**src/rtl/if_fetch_unit.sv**
```systemverilog
// Instruction fetch stage: owns the PC, handshakes with imem, feeds IF/ID with a one-entry skid.
// Optional FETCH_PREDECODE_EN registers rs1/rs2/store-flag alongside the instruction.
module if_fetch_unit #(
  parameter logic [31:0] RESET_PC = 32'h0000_0000
) (
  input  logic        clk,
  input  logic        rst,
  input  logic        stall,
  input  logic        redirect,
  input  logic [31:0] redirect_pc,
  output logic        imem_req,
  output logic [31:0] imem_addr,
  input  logic        imem_ack,
  input  logic [31:0] imem_rdata,
  output logic [31:0] pc_out,
  output logic [31:0] instr_out,
  output logic [4:0]  rs1_out,
  output logic [4:0]  rs2_out,
  output logic        mem_write_out,
  output logic        valid_out
);
  localparam logic [1:0] S_FETCH = 2'd0;
  localparam logic [1:0] S_HOLD  = 2'd1;
  localparam logic [1:0] S_DRAIN = 2'd2;

  logic [1:0]  state;
  logic [31:0] pc_reg, drain_addr, skid_pc, skid_instr;
  logic        ack;
  logic        load_out;
  logic [31:0] load_pc, load_instr;

  assign imem_req  = ~rst & (state != S_HOLD);
  // DRAIN keeps the abandoned address on the bus until its response is swallowed
  assign imem_addr = (state == S_DRAIN) ? drain_addr : pc_reg;
  assign ack       = imem_ack & imem_req;

  always_comb begin
    load_out   = 1'b0;
    load_pc    = pc_reg;
    load_instr = imem_rdata;
    if (!redirect) begin
      if (state == S_FETCH && ack && !stall) begin
        load_out = 1'b1;
      end else if (state == S_HOLD && !stall) begin
        load_out   = 1'b1;
        load_pc    = skid_pc;
        load_instr = skid_instr;
      end
    end
  end

  always_ff @(posedge clk or posedge rst) begin
    if (rst) begin
      state      <= S_FETCH;
      pc_reg     <= RESET_PC;
      drain_addr <= 32'h0;
      skid_pc    <= 32'h0;
      skid_instr <= 32'h0;
      pc_out     <= 32'h0;
      instr_out  <= 32'h0;
      valid_out  <= 1'b0;
    end else if (redirect) begin
      pc_reg     <= redirect_pc & ~32'h3;
      skid_pc    <= 32'h0;
      skid_instr <= 32'h0;
      pc_out     <= 32'h0;
      instr_out  <= 32'h0;
      valid_out  <= 1'b0;
      if (state != S_HOLD && !ack) begin
        state      <= S_DRAIN;
        drain_addr <= imem_addr;
      end else begin
        state <= S_FETCH;
      end
    end else begin
      case (state)
        S_FETCH: begin
          if (ack) begin
            pc_reg <= pc_reg + 32'd4;
            if (stall) begin
              skid_pc    <= pc_reg;
              skid_instr <= imem_rdata;
              state      <= S_HOLD;
            end
          end else if (!stall) begin
            valid_out <= 1'b0;
          end
        end
        S_HOLD: begin
          if (!stall) state <= S_FETCH;
        end
        S_DRAIN: begin
          valid_out <= 1'b0;
          if (ack) state <= S_FETCH;
        end
        default: state <= S_FETCH;
      endcase
      if (load_out) begin
        pc_out    <= load_pc;
        instr_out <= load_instr;
        valid_out <= 1'b1;
      end
    end
  end

`ifdef FETCH_PREDECODE_EN
  always_ff @(posedge clk or posedge rst) begin
    if (rst) begin
      rs1_out       <= 5'd0;
      rs2_out       <= 5'd0;
      mem_write_out <= 1'b0;
    end else if (redirect) begin
      rs1_out       <= 5'd0;
      rs2_out       <= 5'd0;
      mem_write_out <= 1'b0;
    end else if (load_out) begin
      rs1_out       <= load_instr[19:15];
      rs2_out       <= load_instr[24:20];
      mem_write_out <= (load_instr[6:0] == 7'b0100011);
    end
  end
`else
  assign rs1_out       = 5'd0;
  assign rs2_out       = 5'd0;
  assign mem_write_out = 1'b0;
`endif

endmodule

```
**config.mk**
```make
export PLATFORM = sky130hd
export DESIGN_NAME = if_fetch_unit
export DESIGN_NICKNAME = d
export VERILOG_FILES = /design/src/rtl/if_fetch_unit.sv
export SDC_FILE = /design/constraint.sdc
export NUM_CORES = 1
export LEC_CHECK = 0
export BUFFER_PORTS_ARGS = -buffer_cell sky130_fd_sc_hd__buf_4
export CAP_MARGIN = 20
export CORE_MARGIN = 3
export CORE_UTILIZATION = 55
export CTS_BUF_LIST = sky130_fd_sc_hd__clkbuf_4 sky130_fd_sc_hd__clkbuf_8 sky130_fd_sc_hd__clkbuf_16
export CTS_CLUSTER_SIZE = 24
export DETAILED_ROUTE_END_ITERATION = 7
export PLACE_DENSITY = 0.8
export SYNTH_ARGS = -nofsm -noshare
export SYNTH_HDL_FRONTEND = slang
export SYNTH_SLANG_ARGS = --single-unit
```
**constraint.sdc**
```tcl
create_clock -name clk -period 10.4 [get_ports clk]
set_input_delay 2.6 -clock clk [delete_from_list [all_inputs] [get_ports clk]]
set_output_delay 2.6 -clock clk [all_outputs]
set_load 0.005 [all_outputs]
```
### Yosys cells after proc, flatten, opt, wreduce, memory -nomap -nowiden

Cells that the tools add are included.

| cells by class | value |
|---|---|
| add/subtract/negate cells | 1 |
| equality and inequality tests | 9 |
| muxes and demuxes | 35 |
| bitwise gates (word level) | 3 |
| reduce and logical (&&, ||, !) cells | 17 |

Operator list:

| kind | number |
|---|---|
| 32-bit two-way mux | 20 |
| 32-bit by 3-bit adder with 32-bit output, second input constant | 1 |
| 2-bit two-way mux | 6 |
| 3-bit != test, second input constant | 4 |
| 4-bit != test, second input constant | 2 |
| 2-bit nonzero test | 4 |
| 1-bit two-way mux | 7 |
| 2-bit case mux with 3 select lines | 1 |
| 3-bit AND reduction | 2 |
| 1-bit logical AND | 4 |
| 2-bit AND reduction | 2 |
| 4-bit AND reduction | 1 |
| 4-bit nonzero test | 1 |
| 1-bit AND | 2 |
| 2-bit by 1-bit == test with 1-bit output, second input constant | 1 |
| 2-bit == test, second input constant | 1 |
| 1-bit logical NOT | 2 |
| 2-bit logical NOT | 1 |
| 2-bit by 1-bit != test with 1-bit output, second input constant | 1 |
| 1-bit case mux with 2 select lines | 1 |
| 1-bit NOT | 1 |

| word-level totals | value |
|---|---|
| flip-flop bits (word level) | 195 |
| output and inout port bits | 109 |
| word-level logic and storage cells | 73 |

### Logic depth before layout (Yosys ltp)

| depth | value |
|---|---|
| depth in word-level cells | 9 |
| depth in mapped cells | 7 |

### Worst setup path after synthesis

OpenSTA, ideal clock, no wires.

| timing path | value |
|---|---|
| kind | input to output |
| from | input rst |
| to | output imem_req |
| arrival | 7.014 ns |
| required time | 7.800 ns |
| slack | 0.786 ns |
| cell stages on the path | 2 |
| buffers on the path | 0 |
| cell sequence | inv_1 -> and2_1 |

| on the way | value |
|---|---|
| longest elaborated chain between the ends | 2 |

RTL lines:

| what | line | text |
|---|---|---|
| start: declaration | 7 | `input logic rst,` |
| 1-bit NOT | 32 | `assign imem_req = ~rst & (state != S_HOLD);` |
| 1-bit AND | 32 |  |
| end: declaration | 11 | `output logic imem_req,` |

No other way between the ends.

### Final worst setup path

Ends and elaborated chain as after synthesis.

==> run_results.csv <==
group,metric,value,unit
setup_path,cp_max_fo,109,
clock_network,clock_sinks,191,
synthesis,yosys_warnings,0,
clock_network,cts_setup_buffers,0,
route,m1WireLength,9.66,mm
timing,maxSlewViolCount,0,
timing,period_minus_slack,6160,ps
setup_path,critical_path_arrival,3560,ps
timing,max_freq,162,MHz
route,routed_via_density,5.98,
pwr,power_density,167,nW/um^2
grt,grt_usage,23.8,%
job,cap_violations,0,
timing,worst_slew_pin_slew,1120,ps
clock_network,numCtsBuffers,17,
final_layout,num_antenna_cells,0,
route,wl,20.9,mm
grt,grt_pass1_vias,6581,
clock_network,post_cts_resized,0,
placed_design,dp_hpwl,13.4,mm
synthesis,netlist_area,8780,sq um
setup_path,crit_type,"input pin to primary output",
floorplanning,rows,45,
synthesis,ys_seq_area_share,54.4,%
pwr,p_leak,4.67,nW
timing,setup_violations,0,
final_layout,fin_util,69.2,%
grt,grt_max_degree,125,
clock_network,cts.path.max_buffers,2,
timing,setup_tns,0,ps
route,top_layer_used,"met4",
floorplanning,io_pins,178,
synthesis,avgSynthCellArea,11.5,sq um
setup_path,critical_path_required,7800,ps
clock_network,clk_pin_slew,60,ps
clock_network,clock_latency,420,ps
route,wl_met2,9.63,mm
timing,rsz0062_at_grt,"no",
pwr,ir_drop,0.119,mV
timing,min_period_over_period,59.2,%
grt,antenna_found_initial,0,
worst_hold_path,hp-class,"register to register",
floorplanning,coreArea,15400,sq um
clock_network,htree_levels,4,
final_layout,largest_registers,"drain_addr: 32 flops, instr_out: 32 flops, skid_instr: 32 flops",
final_layout,drive_above_1_share,30.1,%
final_layout,layout_common_cells,"191 x dfrtp_1, 170 x buf_4, 81 x nor2_1, 63 x mux2i_1, 63 x a211oi_1",
route,firstDrtPassIters,5,
grt,grt_pass1_wl,34.2,mm
grt,globalRouteOverflowTotal,0,
setup_path,cp-start-kind,"input pin",
route,vias,6633,
timing,hold_viol,0,
placed_design,place.gp.congestion,0.850,
setup_path,end_kind,"primary output",
route,detail_route.wl_per_cell,18.8,microns
synthesis,ys_seq_elements,191,
clock_network,root_buffer,"clkbuf_16",
final_layout,areaGrowthSynthToFinish,21.5,%
timing,fin_skew,8.56,ps
floorplanning,fp.dieH,132,microns
placed_design,dpl_cell_area,10000,sq um
route,ant_nets,0,
timing,whs,485,ps
final_layout,fin_area,10700,sq um
final_layout,final_nets,956,
timing,slew_headroom,25.6,%
final_layout,layout_commonest_cell,"dfrtp_1",
route,drc_errors,0,
floorplanning,initial_core_util,56.9,%
synthesis,synth.distinct_cells,38,
synthesis,synthCells,762,
clock_network,hold_buffers,0,
synthesis,synth_ff_type,"dfrtp_1",
floorplanning,fp.dieArea,17500,sq um
synthesis,synthArstFlopShare,100,%
final_layout,nFillCells,1146,
route,drtIter0Drc,455,
status,status,"finished clean",
floorplanning,die_w,132,microns
synthesis,synth_edf_count,0,
route,met3WireLength,1.30,mm
clock_network,cts_tree,"done",
placed_design,portBuffers,164,
-- cells by family (layout without fill, tap and decap cells) --
group	after synthesis	count (layout)	synth area share [%]
other	1	11	0.0427
DFF	191	191	54.4
AOI/OAI and AO/OA	186	186	16.0
and+or+nand+nor	171	171	9.71
adders and majority gates	1	1	0.142
xor gates and xnor gates	7	7	0.698
buffers and inverters	85	211	4.49
muxes	120	120	14.5
-- worst max-delay path: stages --
cell,delay [ps]
buf_4,140
inv_8,470
and2_1,230
buf_4,110
-- synthesized netlist by cell type (14+ instances only) --
cell type  instances  area share (%)
nand3_1           14            0.80
a31oi_1           19             1.4
nor2_1            81             3.5
mux2_2            57             7.3
o31ai_1           16             1.4
mux2i_1           63             7.2
dfrtp_1          191              54
a211oi_1          63             5.4
clkbuf_1          48             2.1
a22o_1            62             6.2
nand2_1           26             1.1
or4_1             19             1.6
o21ai_0           14            0.80
-- routing by layer --
metal | global-route usage [%] | vias to the layer above
met5 | 0 | -
met4 | 7.39 | 0
met3 | 4.77 | 25
met2 | 35.7 | 285
met1 | 35.4 | 3267
li1 | - | 3056
-- per-stage QoR --
step / std cells / setup slack [ps] / total power [W]
4_1_cts: 1106 / 4150 / 0.00179
5_1_grt: 1109 / 4080 / 0.00185
3_5_place_dp: 1075 / 4150 / 0.00118
2_1_floorplan: 772 / 786 / 0.00104
6_report: 1109 / 4240 / 0.00178
3_3_place_gp: 1074 / 4180 / 0.00116
-- path summary, 6_finish.rpt --
| path | startpoint | end | slack [ps] | depth (start not counted) |
|---|---|---|---|---|
| max in group asynchronous | rst | instr_out[23] | 6820 | 4 |
| worst min register to register | skid_pc[1] | skid_pc[1] | 490 | 1 |
| worst max-delay path | rst | imem_req | 4240 | 4 |
| min in group asynchronous | rst | state[0] | 2290 | 2 |
| worst max register to register | state[1] | pc_reg[16] | 7120 | 4 |
| worst min-delay path | skid_pc[1] | skid_pc[1] | 490 | 1 |
-- area by class of cell --
class                   instances  area [sq um]  share of cell area [%]
repair buffers                174          1360                    12.8
clock inverters                 8          56.3                   0.528
inverters                       6          30.0                   0.281
flip-flops and latches        191          4780                    44.8
multi-input cells             496          3680                    34.4
clock buffers                  23           502                    4.70
well taps                     211           264                    2.47
-- power breakdown --
part | internal [W] | switching (W) | total (W) | leakage (nW)
Sequential | 0.000813 | 0.0000542 | 0.000867 | 2.51
Combinational | 0.000165 | 0.000136 | 0.000301 | 1.89
Clock | 0.000340 | 0.000271 | 0.000611 | 0.275
Total | 0.00132 | 0.000461 | 0.00178 | 4.67
Note: power is estimated with default switching activity, not from simulation.
